===== src/rtl/fp_vaddsub_seq_if.sv =====
// fp_vaddsub_seq_if
//   Bundles the command handshake, VRF read/write ports, FP add/sub unit
//   hookup and status of the vector add/sub sequencer.
//   slave  : the sequencer side (takes commands, drives VRF/FU requests).
//   master : the issuing/environment side (decode, VRF, FP unit).
//   Parameters: IDX_W element index width, VREG_W register specifier width.
interface fp_vaddsub_seq_if #(
  parameter int IDX_W  = 5,
  parameter int VREG_W = 5
);
  logic              cmd_valid;
  logic              cmd_ready;
  logic [IDX_W:0]    cmd_vl;
  logic              cmd_sub;
  logic [VREG_W-1:0] cmd_vs1;
  logic [VREG_W-1:0] cmd_vs2;
  logic [VREG_W-1:0] cmd_vd;
  logic              rf_rd_en;
  logic [VREG_W-1:0] rf_rd_vs1;
  logic [VREG_W-1:0] rf_rd_vs2;
  logic [IDX_W-1:0]  rf_rd_idx;
  logic [31:0]       rf_rd_data1;
  logic [31:0]       rf_rd_data2;
  logic [31:0]       fu_a;
  logic [31:0]       fu_b;
  logic              fu_sub;
  logic [31:0]       fu_y;
  logic              rf_wr_en;
  logic [VREG_W-1:0] rf_wr_vd;
  logic [IDX_W-1:0]  rf_wr_idx;
  logic [31:0]       rf_wr_data;
  logic              busy;
  logic              done;

  modport slave (
    input  cmd_valid, cmd_vl, cmd_sub, cmd_vs1, cmd_vs2, cmd_vd,
    input  rf_rd_data1, rf_rd_data2, fu_y,
    output cmd_ready, rf_rd_en, rf_rd_vs1, rf_rd_vs2, rf_rd_idx,
    output fu_a, fu_b, fu_sub,
    output rf_wr_en, rf_wr_vd, rf_wr_idx, rf_wr_data, busy, done
  );

  modport master (
    output cmd_valid, cmd_vl, cmd_sub, cmd_vs1, cmd_vs2, cmd_vd,
    output rf_rd_data1, rf_rd_data2, fu_y,
    input  cmd_ready, rf_rd_en, rf_rd_vs1, rf_rd_vs2, rf_rd_idx,
    input  fu_a, fu_b, fu_sub,
    input  rf_wr_en, rf_wr_vd, rf_wr_idx, rf_wr_data, busy, done
  );
endinterface


===== src/rtl/fp_vaddsub_seq.sv =====
// fp_vaddsub_seq
//   Runs one vector add/sub instruction vd[i] = vs1[i] +/- vs2[i] over
//   i = 0..vl-1 through the shared combinational FP add/sub unit.
//   Pipeline: read issue (RUN) -> execute (data returns, FU combinational)
//   -> write stage (registered result written back one element per cycle).
// Ports:
//   clk, reset          clock, asynchronous active-high reset
//   bus (slave modport) command handshake, VRF read/write, FU operands and
//                       result, busy/done status
//   Optional (macro FP_VADDSUB_SEQ_PERF_CNT_EN):
//   perf_clr            synchronous clear of the written-element counter
//   perf_elem_cnt       count of rf_wr_en cycles since reset (wraps)
module fp_vaddsub_seq #(
  parameter int VLMAX  = 32,
  parameter int IDX_W  = 5,
  parameter int VREG_W = 5
) (
  input  logic clk,
  input  logic reset,
`ifdef FP_VADDSUB_SEQ_PERF_CNT_EN
  input  logic        perf_clr,
  output logic [31:0] perf_elem_cnt,
`endif
  fp_vaddsub_seq_if.slave bus
);
  localparam logic [IDX_W:0] VLMAX_C = (IDX_W+1)'(VLMAX);
  localparam logic [IDX_W:0] ONE_C   = (IDX_W+1)'(1);

  typedef enum logic [1:0] {S_IDLE, S_RUN, S_DRAIN, S_DONE} state_e;

  state_e            state_q,   state_d;
  logic [IDX_W:0]    vl_q,      vl_d;
  logic [IDX_W:0]    cnt_q,     cnt_d;
  logic              sub_q,     sub_d;
  logic [VREG_W-1:0] vs1_q,     vs1_d;
  logic [VREG_W-1:0] vs2_q,     vs2_d;
  logic [VREG_W-1:0] vd_q,      vd_d;
  logic              rd_vld_q,  rd_vld_d;
  logic [IDX_W-1:0]  rd_idx_q,  rd_idx_d;
  logic              wr_vld_q,  wr_vld_d;
  logic [IDX_W-1:0]  wr_idx_q,  wr_idx_d;
  logic [31:0]       wr_data_q, wr_data_d;
  logic              accept_s;
  logic [IDX_W:0]    vl_clamp_s;

  // Command acceptance and element-count clamp to VLMAX
  always_comb begin
    accept_s = bus.cmd_valid && ((state_q == S_IDLE) || (state_q == S_DONE));
    if (bus.cmd_vl > VLMAX_C) begin
      vl_clamp_s = VLMAX_C;
    end else begin
      vl_clamp_s = bus.cmd_vl;
    end
  end

  // Next-state, command latch, read issue and pipeline advance
  always_comb begin
    state_d   = state_q;
    vl_d      = vl_q;
    cnt_d     = cnt_q;
    sub_d     = sub_q;
    vs1_d     = vs1_q;
    vs2_d     = vs2_q;
    vd_d      = vd_q;
    rd_vld_d  = 1'b0;
    rd_idx_d  = rd_idx_q;
    // Execute stage always moves into the write stage one cycle later.
    wr_vld_d  = rd_vld_q;
    wr_idx_d  = rd_vld_q ? rd_idx_q : wr_idx_q;
    wr_data_d = rd_vld_q ? bus.fu_y : wr_data_q;
    case (state_q)
      S_IDLE, S_DONE: begin
        if (accept_s) begin
          vl_d  = vl_clamp_s;
          sub_d = bus.cmd_sub;
          vs1_d = bus.cmd_vs1;
          vs2_d = bus.cmd_vs2;
          vd_d  = bus.cmd_vd;
          cnt_d = '0;
          // An empty vector skips straight to the completion pulse.
          if (vl_clamp_s == '0) begin
            state_d = S_DONE;
          end else begin
            state_d = S_RUN;
          end
        end else begin
          state_d = S_IDLE;
        end
      end
      S_RUN: begin
        rd_vld_d = 1'b1;
        rd_idx_d = cnt_q[IDX_W-1:0];
        cnt_d    = cnt_q + ONE_C;
        if (cnt_q == (vl_q - ONE_C)) begin
          state_d = S_DRAIN;
        end else begin
          state_d = S_RUN;
        end
      end
      S_DRAIN: begin
        // No reads are issued here, so once the execute flag is clear both
        // flags are clear at the next edge and the last write is on the bus
        // now; done can follow directly.
        if (!rd_vld_q) begin
          state_d = S_DONE;
        end else begin
          state_d = S_DRAIN;
        end
      end
      default: begin
        state_d = S_IDLE;
      end
    endcase
  end

  // State and datapath registers
  always_ff @(posedge clk or posedge reset) begin
    if (reset) begin
      state_q   <= S_IDLE;
      vl_q      <= '0;
      cnt_q     <= '0;
      sub_q     <= 1'b0;
      vs1_q     <= '0;
      vs2_q     <= '0;
      vd_q      <= '0;
      rd_vld_q  <= 1'b0;
      rd_idx_q  <= '0;
      wr_vld_q  <= 1'b0;
      wr_idx_q  <= '0;
      wr_data_q <= 32'h0000_0000;
    end else begin
      state_q   <= state_d;
      vl_q      <= vl_d;
      cnt_q     <= cnt_d;
      sub_q     <= sub_d;
      vs1_q     <= vs1_d;
      vs2_q     <= vs2_d;
      vd_q      <= vd_d;
      rd_vld_q  <= rd_vld_d;
      rd_idx_q  <= rd_idx_d;
      wr_vld_q  <= wr_vld_d;
      wr_idx_q  <= wr_idx_d;
      wr_data_q <= wr_data_d;
    end
  end

  assign bus.cmd_ready  = (state_q == S_IDLE) || (state_q == S_DONE);
  assign bus.rf_rd_en   = (state_q == S_RUN);
  assign bus.rf_rd_vs1  = vs1_q;
  assign bus.rf_rd_vs2  = vs2_q;
  assign bus.rf_rd_idx  = cnt_q[IDX_W-1:0];
  // Operands are gated so the FP unit sees zeros outside the execute cycle.
  assign bus.fu_a       = rd_vld_q ? bus.rf_rd_data1 : 32'h0000_0000;
  assign bus.fu_b       = rd_vld_q ? bus.rf_rd_data2 : 32'h0000_0000;
  assign bus.fu_sub     = sub_q;
  assign bus.rf_wr_en   = wr_vld_q;
  assign bus.rf_wr_vd   = vd_q;
  assign bus.rf_wr_idx  = wr_idx_q;
  assign bus.rf_wr_data = wr_data_q;
  assign bus.busy       = (state_q == S_RUN) || (state_q == S_DRAIN);
  assign bus.done       = (state_q == S_DONE);

`ifdef FP_VADDSUB_SEQ_PERF_CNT_EN
  logic [31:0] perf_q, perf_d;

  // Written-element counter; clear wins over a coincident increment
  always_comb begin
    if (perf_clr) begin
      perf_d = 32'h0000_0000;
    end else if (wr_vld_q) begin
      perf_d = perf_q + 32'h0000_0001;
    end else begin
      perf_d = perf_q;
    end
  end

  // Written-element counter register
  always_ff @(posedge clk or posedge reset) begin
    if (reset) begin
      perf_q <= 32'h0000_0000;
    end else begin
      perf_q <= perf_d;
    end
  end

  assign perf_elem_cnt = perf_q;
`endif
endmodule


===== src/flat_wrapper.sv =====
// flat-port wrapper written by rule: the top's interface ports become plain ports
module fp_vaddsub_seq_flat 
#(
  parameter int VLMAX  = 32,
  parameter int IDX_W  = 5,
  parameter int VREG_W = 5
)
  (clk, reset, bus_cmd_valid, bus_cmd_vl, bus_cmd_sub, bus_cmd_vs1, bus_cmd_vs2, bus_cmd_vd, bus_rf_rd_data1, bus_rf_rd_data2, bus_fu_y, bus_cmd_ready, bus_rf_rd_en, bus_rf_rd_vs1, bus_rf_rd_vs2, bus_rf_rd_idx, bus_fu_a, bus_fu_b, bus_fu_sub, bus_rf_wr_en, bus_rf_wr_vd, bus_rf_wr_idx, bus_rf_wr_data, bus_busy, bus_done);
  fp_vaddsub_seq_if #(.IDX_W(IDX_W), .VREG_W(VREG_W)) bus_i ();
  input  logic clk;
  input  logic reset;
  input wire logic [$bits(bus_i.cmd_valid)-1:0] bus_cmd_valid;
  input wire logic [$bits(bus_i.cmd_vl)-1:0] bus_cmd_vl;
  input wire logic [$bits(bus_i.cmd_sub)-1:0] bus_cmd_sub;
  input wire logic [$bits(bus_i.cmd_vs1)-1:0] bus_cmd_vs1;
  input wire logic [$bits(bus_i.cmd_vs2)-1:0] bus_cmd_vs2;
  input wire logic [$bits(bus_i.cmd_vd)-1:0] bus_cmd_vd;
  input wire logic [$bits(bus_i.rf_rd_data1)-1:0] bus_rf_rd_data1;
  input wire logic [$bits(bus_i.rf_rd_data2)-1:0] bus_rf_rd_data2;
  input wire logic [$bits(bus_i.fu_y)-1:0] bus_fu_y;
  output wire logic [$bits(bus_i.cmd_ready)-1:0] bus_cmd_ready;
  output wire logic [$bits(bus_i.rf_rd_en)-1:0] bus_rf_rd_en;
  output wire logic [$bits(bus_i.rf_rd_vs1)-1:0] bus_rf_rd_vs1;
  output wire logic [$bits(bus_i.rf_rd_vs2)-1:0] bus_rf_rd_vs2;
  output wire logic [$bits(bus_i.rf_rd_idx)-1:0] bus_rf_rd_idx;
  output wire logic [$bits(bus_i.fu_a)-1:0] bus_fu_a;
  output wire logic [$bits(bus_i.fu_b)-1:0] bus_fu_b;
  output wire logic [$bits(bus_i.fu_sub)-1:0] bus_fu_sub;
  output wire logic [$bits(bus_i.rf_wr_en)-1:0] bus_rf_wr_en;
  output wire logic [$bits(bus_i.rf_wr_vd)-1:0] bus_rf_wr_vd;
  output wire logic [$bits(bus_i.rf_wr_idx)-1:0] bus_rf_wr_idx;
  output wire logic [$bits(bus_i.rf_wr_data)-1:0] bus_rf_wr_data;
  output wire logic [$bits(bus_i.busy)-1:0] bus_busy;
  output wire logic [$bits(bus_i.done)-1:0] bus_done;
  assign bus_i.cmd_valid = bus_cmd_valid;
  assign bus_i.cmd_vl = bus_cmd_vl;
  assign bus_i.cmd_sub = bus_cmd_sub;
  assign bus_i.cmd_vs1 = bus_cmd_vs1;
  assign bus_i.cmd_vs2 = bus_cmd_vs2;
  assign bus_i.cmd_vd = bus_cmd_vd;
  assign bus_i.rf_rd_data1 = bus_rf_rd_data1;
  assign bus_i.rf_rd_data2 = bus_rf_rd_data2;
  assign bus_i.fu_y = bus_fu_y;
  assign bus_cmd_ready = bus_i.cmd_ready;
  assign bus_rf_rd_en = bus_i.rf_rd_en;
  assign bus_rf_rd_vs1 = bus_i.rf_rd_vs1;
  assign bus_rf_rd_vs2 = bus_i.rf_rd_vs2;
  assign bus_rf_rd_idx = bus_i.rf_rd_idx;
  assign bus_fu_a = bus_i.fu_a;
  assign bus_fu_b = bus_i.fu_b;
  assign bus_fu_sub = bus_i.fu_sub;
  assign bus_rf_wr_en = bus_i.rf_wr_en;
  assign bus_rf_wr_vd = bus_i.rf_wr_vd;
  assign bus_rf_wr_idx = bus_i.rf_wr_idx;
  assign bus_rf_wr_data = bus_i.rf_wr_data;
  assign bus_busy = bus_i.busy;
  assign bus_done = bus_i.done;
  fp_vaddsub_seq #(.VLMAX(VLMAX), .IDX_W(IDX_W), .VREG_W(VREG_W)) u_core (.clk(clk), .reset(reset), .bus(bus_i));
endmodule

===== config.mk =====
export PLATFORM = sky130hd
export DESIGN_NAME = fp_vaddsub_seq_flat
export DESIGN_NICKNAME = d
export VERILOG_FILES = /design/src/rtl/fp_vaddsub_seq_if.sv /design/src/rtl/fp_vaddsub_seq.sv /design/src/flat_wrapper.sv
export SDC_FILE = /design/constraint.sdc
export NUM_CORES = 1
export LEC_CHECK = 0
export CORE_UTILIZATION = 39
export CTS_BUF_LIST = sky130_fd_sc_hd__clkbuf_8
export DETAILED_ROUTE_END_ITERATION = 10
export PLACE_DENSITY_LB_ADDON = 0.3
export SKIP_CTS_REPAIR_TIMING = 1
export SLEW_MARGIN = 15
export SYNTH_ARGS = -nofsm -noshare
export SYNTH_HDL_FRONTEND = slang
export SYNTH_SLANG_ARGS = --single-unit

===== constraint.sdc =====
create_clock -name clk -period 4.3 [get_ports clk]
set_clock_uncertainty 0.05 [all_clocks]
set_input_delay 1.075 -clock clk [delete_from_list [all_inputs] [get_ports clk]]
set_output_delay 1.075 -clock clk [all_outputs]
set_load 0.05 [all_outputs]

==> results of run 1 <==
[layer usage]
layer / GRT usage, % / vias to the layer above
met5: 0 / -
met2: 42.5 / 133
li1: - / 1459
met1: 24.0 / 1458
met4: 9.99 / 0
met3: 6.04 / 23
[sequential cells by signal, indices dropped and copies added (netlist names)]
name / cells
u_core.bus.rf_wr_data: 32
u_core.bus.fu_sub: 1
u_core.state_q: 2
u_core.bus.rf_wr_en: 1
u_core.bus.rf_rd_vs2: 5
u_core.rd_vld_q: 1
u_core.bus.rf_rd_vs1: 5
u_core.vl_q: 6
u_core.bus.rf_wr_vd: 5
u_core.rd_idx_q: 5
u_core.bus.rf_wr_idx: 5
u_core.cnt_q: 6
[power groups by stage]
| stage | Combinational, W | Clock (W) | Sequential (W) |
|---|---|---|---|
| final | 0.00343 | 0.000703 | 0.00125 |
| after global routing | 0.00357 | 0.000748 | 0.00131 |
| after CTS | 0.00346 | 0.000719 | 0.00126 |
| after detailed placement | 0.00345 | 0 | 0.00127 |
| after global placement | 0.00341 | 0 | 0.00125 |
| after floorplan | 0.00163 | 0 | 0.00196 |
[path summary, 6_finish.rpt]
check / start / endpoint
min in group asynchronous: reset / u_core.bus.rf_wr_data[14]
setup reg to reg: u_core.state_q[0] / u_core.bus.rf_rd_vs2[0]
setup / recovery: bus_rf_rd_data2[17] / bus_fu_b[17]
max in group asynchronous: reset / u_core.rd_vld_q
hold / removal: u_core.rd_idx_q[2] / u_core.rd_idx_q[2]
hold reg to reg: u_core.rd_idx_q[2] / u_core.rd_idx_q[2]
[critical path, stage by stage]
cell             delay (ns)
clkdlybuf4s50_1        0.46
and2_1                 0.11
clkdlybuf4s50_1        0.86
[logic make-up after synthesis]
kind of cell / after synthesis / synth area share, %
AND/OR/NAND/NOR: 98 / 16.6
XOR/XNOR: 9 / 2.24
flip-flops: 74 / 52.5
multiplexers: 61 / 19.4
AO/OA/AOI/OAI: 18 / 3.37
adder cells (fa/ha/maj): 5 / 1.77
buffers and inverters: 29 / 4.08
[through the flow]
| step | power [W] | util (%) | area (µm²) |
|---|---|---|---|
| detailed placement | 0.00472 | 69.6 | 6070 |
| finish | 0.00539 | 72.6 | 6330 |
| CTS | 0.00544 | 72.6 | 6330 |
| global route | 0.00563 | 72.6 | 6330 |
| global placement | 0.00466 | 69.6 | 6070 |
| floorplan | 0.00359 | - | 3530 |
[cells in the mapped netlist]
cell and number:
buf_4 6, nor2b_1 2, nor3_1 2, nand2b_1 6, mux2i_1 2, and2_1 64
a41oi_1 1, nand2_1 10, a32o_1 1, xor2_1 1, a21o_1 1, a31oi_2 1
o21ai_1 2, xnor2_1 8, nand3_1 2, or3_1 1, nor4_1 1, nor3_2 1
and3_1 2, and3b_1 1, a31oi_1 2, mux2_2 59, o21ai_0 8, ha_1 5
buf_6 1, a22o_1 2, dfrtp_1 74, clkbuf_1 10, nor4b_2 1, buf_2 4
inv_1 8, nor2_1 5
[cell type report]
type                    count  share of cell area [%]
well taps                 108                    2.13
clock buffers               9                    1.96
multi-input cells         191                    24.2
inverters                   8                   0.474
repair buffers            252                    39.8
clock inverters             7                    2.23
flip-flops and latches     74                    29.3
==> results.cfg, run 1 <==
[sta]
fin_crit_ns = 3.63
max_slew_margin_pct = 32.8
layout_worst_path_cycle_share_pct = 84.5
tightest_slew_ns = 1.00
fin_ws_ns = 0.666
tns_ns = 0
hold_viol_final = 0
drv_slew = 0
fmaxAchievable_mhz = 275
hold_slack_ns = 0.453
setup_viol = 0
rsz0062_at_grt = no

[floorplanning]
num_io_pins = 248
die_x_um = 97.1
fp.coreArea_um2 = 8720
rows = 34
die_area_um2 = 9420
initial_core_util_pct = 40.4
die_h_um = 97.1

[yosys]
synth_cells = 294
yosysSeqAreaShare_pct = 52.5
syn_avg_cell_area_um2 = 12.0
synth_area_um2 = 3530
yosysWarnings = 0
yosysUniqueCellTypes = 32
yosysTopAreaCell = dfrtp_1
synth_top_area_share_pct = 52.5
ys_seq_elements = 74
syn-num-nets = 420
yosys-top-cells-area = dfrtp_1 (53%), mux2_2 (19%), and2_1 (11%)

[route]
first_iter_violations = 131
drtAntennaViolNets = 0
met3_length_um = 645
vias = 3073
wl_met2_um = 5800
drc = 0
wl_um = 10600
dr.max_layer_used = met4
first_pass_iters = 4
wl_per_cell_um = 16.3
drt-met1-wl_um = 3840
via_per_inst = 4.73

[placement]
place.gp.congestion = 0.844
pre_cts_ws_ns = 0.669
dp_cells = 633
dp_hpwl_um = 8630
port_buffers = 247

[cts]
cts_sinks = 74
numCtsBuffers = 9
clkTransAtPathRegs_ns = 0.07
cts.htree.levels = 3
cts-root-buf = clkbuf_8
worst_skew_pair.late_latency_ns = 0.34
ctsLongestPathBuffers = 2
cts_tree = built

[global_route]
grt_use_total_pct = 22.8
grt_pass1_wl_um = 16500
grt_pass1_vias = 3146
grt.overflow.total = 0
antenna_found_initial = 0
grt_start_max_net_pins = 73

[pwr]
pwr-share-comb_pct = 63.7
clock_power_share_pct = 13.0
peakVddDrop_uv = 616
power.density_nw_per_um2 = 851
leakagePower_nw = 2.62
p_sw_w = 0.00264
internal_power_w = 0.00275
power_switching_share_pct = 49.0
p_seq_share_pct = 23.3

[cells_and_area]
mostFrequentLayoutCell = clkdlybuf4s50_1
nets = 662
nFillCells = 644
antenna_cells = 0
final_cells = 649
final_cell_mix = clkdlybuf4s50_1 (246), dfrtp_1 (73), and2_1 (64)
regArea_um2 = 1850
layout-drive-gt1-share_pct = 15.7
area_delta_synth_final_pct = 79.6
multi_input_area_um2 = 1530

[worst_setup_path]
r2r_cells = 4
worstSetupPathType = input port to output port
worstPathArrival_ns = 2.51
startpoint_type = input port
end_kind = output port
rrSetupSlack_ns = 2.11
critPathMaxFanout = 1
required_ns = 3.17

[flow_run]
drv_cap = 0

[worst_hold_path]
hold_depth = 1
hold_class = register to register

[outcome]
status = finished clean
No activity file was read; power rests on OpenSTA's default activity.
==> run 2: changes to the inputs <==
- CORE_UTILIZATION: 39 -> 33
- clock period: 4.3 -> 3.2 ns (I/O delays scaled with it)
==> results.cfg, run 2 (synthesized netlist as in run 1, its figures left out) <==
[pwr]
p_seq_share_pct = 24.3
p_sw_w = 0.00355
power.density_nw_per_um2 = 1130
peakVddDrop_uv = 605
pwr-share-comb_pct = 64.9
internal_power_w = 0.00342
clock_power_share_pct = 10.8
leakagePower_nw = 2.68
power_switching_share_pct = 50.9

[worst_hold_path]
hold_start = u_core.rd_idx_q[2]
hold_depth = 1
hold_class = register to register
min_to = u_core.bus.rf_wr_idx[2]

[sta]
drv_slew = 0
tightest_slew_ns = 0.588
tns_ns = 0
rsz0062_at_grt = no
fin_crit_ns = 2.90
setup_viol = 0
fmaxAchievable_mhz = 345
layout_worst_path_cycle_share_pct = 90.6
max_slew_margin_pct = 60.8
hold_viol_final = 0

[worst_setup_path]
rrSetupSlack_ns = 1.35
worstPathArrival_ns = 2.05
cp_slowest_cell = clkdlybuf4s50_1
required_ns = 2.35
reg2reg_to = u_core.state_q[1]
reg2reg_from = u_core.vl_q[0]
end_kind = output port
startpoint_type = register
critPathMaxFanout = 6
worstSetupPathType = register to output port
cp_cell_sequence = inv_1, ha_1, inv_1, clkdlybuf4s50_1
r2r_cells = 7
cpPeakStageDelay_ns = 0.80
cp_common_cell = inv_1

[route]
first_pass_iters = 4
drc = 0
vias = 3069
wl_per_cell_um = 15.6
first_iter_violations = 81
wl_um = 10600
drtAntennaViolNets = 0
via_per_inst = 4.51

[placement]
place_area_um2 = 5960
port_buffers = 247
dp_hpwl_um = 8750
place.gp.congestion = 0.893

[cells_and_area]
largest_reg_flops = 32
final_cell_mix = clkdlybuf4s50_1 (183), dfrtp_1 (73), buf_4 (70)
stdcell_area_um2 = 6180
layout-drive-gt1-share_pct = 27.8
mostFrequentLayoutCell = clkdlybuf4s50_1
nets = 664
area_delta_synth_final_pct = 75.2

[cts]
clkTransAtPathRegs_ns = 0.09
cts_tree = built
ctsLongestPathBuffers = 2
cts.htree.levels = 3
worst_skew_pair.late_latency_ns = 0.35
cts_sinks = 74
numCtsBuffers = 9
cts-root-buf = clkbuf_8

[floorplanning]
rows = 37
initial_core_util_pct = 34.2
die_area_um2 = 11100
die_h_um = 105
die_x_um = 105
num_io_pins = 248
fp.coreArea_um2 = 10300

[outcome]
status = finished clean

[flow_run]
drv_cap = 0

[global_route]
antenna_found_initial = 1
grt_pass1_vias = 3294
grt_start_max_net_pins = 78
grt_use_total_pct = 19.6
grt.overflow.total = 0
grt_pass1_wl_um = 16700
-- run 2: cell count changes in the layout (fill, tap and decap cells not counted) --
cell             change
inv_1                -1
buf_4               +65
dfrtp_2              -1
clkinv_4             +1
dfrtp_4              +1
bufinv_16            -3
diode_2              +1
inv_2                -1
clkinvlp_4           +1
inv_6                +1
clkbuf_8             +1
clkdlybuf4s50_1     -63
clkinv_2             +1
-- run 2: how the worst max path moves through the flow --
stage / from / end / slack, ns
5_1_grt: u_core.state_q[0] / bus_busy / 0.20
2_1_floorplan: reset / u_core.bus.fu_sub / 0.47
3_3_place_gp: u_core.state_q[0] / bus_busy / 0.71
6_report: u_core.state_q[0] / bus_busy / 0.30
4_1_cts: u_core.state_q[0] / bus_busy / 0.28
3_5_place_dp: u_core.state_q[0] / bus_busy / 0.67
-- run 2: area by class of cell --
type / instances / area [µm²]
Multi-Input combinational cell: 191 / 1530
Clock inverter: 6 / 72.6
Clock buffer: 10 / 138
Fill cell: 873 / 4150
Sequential cell: 74 / 1860
Timing Repair Buffer: 254 / 2380
Antenna cell: 1 / 2.50
Inverter: 8 / 31.3
Tap cell: 136 / 170
-- run 2: through the flow --
| stage | worst slack, ns | util, % | instances | total power, W | hold WS, ns |
|---|---|---|---|---|---|
| finish | 0.301 | 59.8 | 680 | 0.00697 | 0.453 |
| global route | 0.199 | 59.8 | 680 | 0.00731 | 0.471 |
| CTS | 0.276 | 59.8 | 679 | 0.00704 | 0.458 |
| detailed placement | 0.667 | 57.8 | 663 | 0.00627 | 0.440 |
| global placement | 0.711 | 57.8 | 663 | 0.00620 | 0.436 |
| floorplan | 0.468 | - | 294 | 0.00483 | 0.339 |
-- run 2: worst max-delay path, delay by kind of cell, from the launching register on --
family	cells	cell delay [ns]
adders and majority gates	1	0.37
DFF	1	0.38
buffers and inverters	3	0.95
-- run 2: routing by layer --
| metal | share of wire [%] | GRT usage [%] |
|---|---|---|
| met2 | 52 | 35.9 |
| met3 | 7.7 | 5.01 |
| met4 | 3.9 | 9.76 |
| met5 | 0 | 0 |
| met1 | 36 | 20.9 |
-- run 2: power by group through the flow --
| stage | clock network (W) | logic, W | registers [W] |
|---|---|---|---|
| 2_1_floorplan | 0 | 0.00219 | 0.00264 |
| 3_3_place_gp | 0 | 0.00451 | 0.00170 |
| 3_5_place_dp | 0 | 0.00455 | 0.00172 |
| 4_1_cts | 0.000776 | 0.00456 | 0.00170 |
| 5_1_grt | 0.000809 | 0.00473 | 0.00177 |
| 6_report | 0.000755 | 0.00452 | 0.00169 |
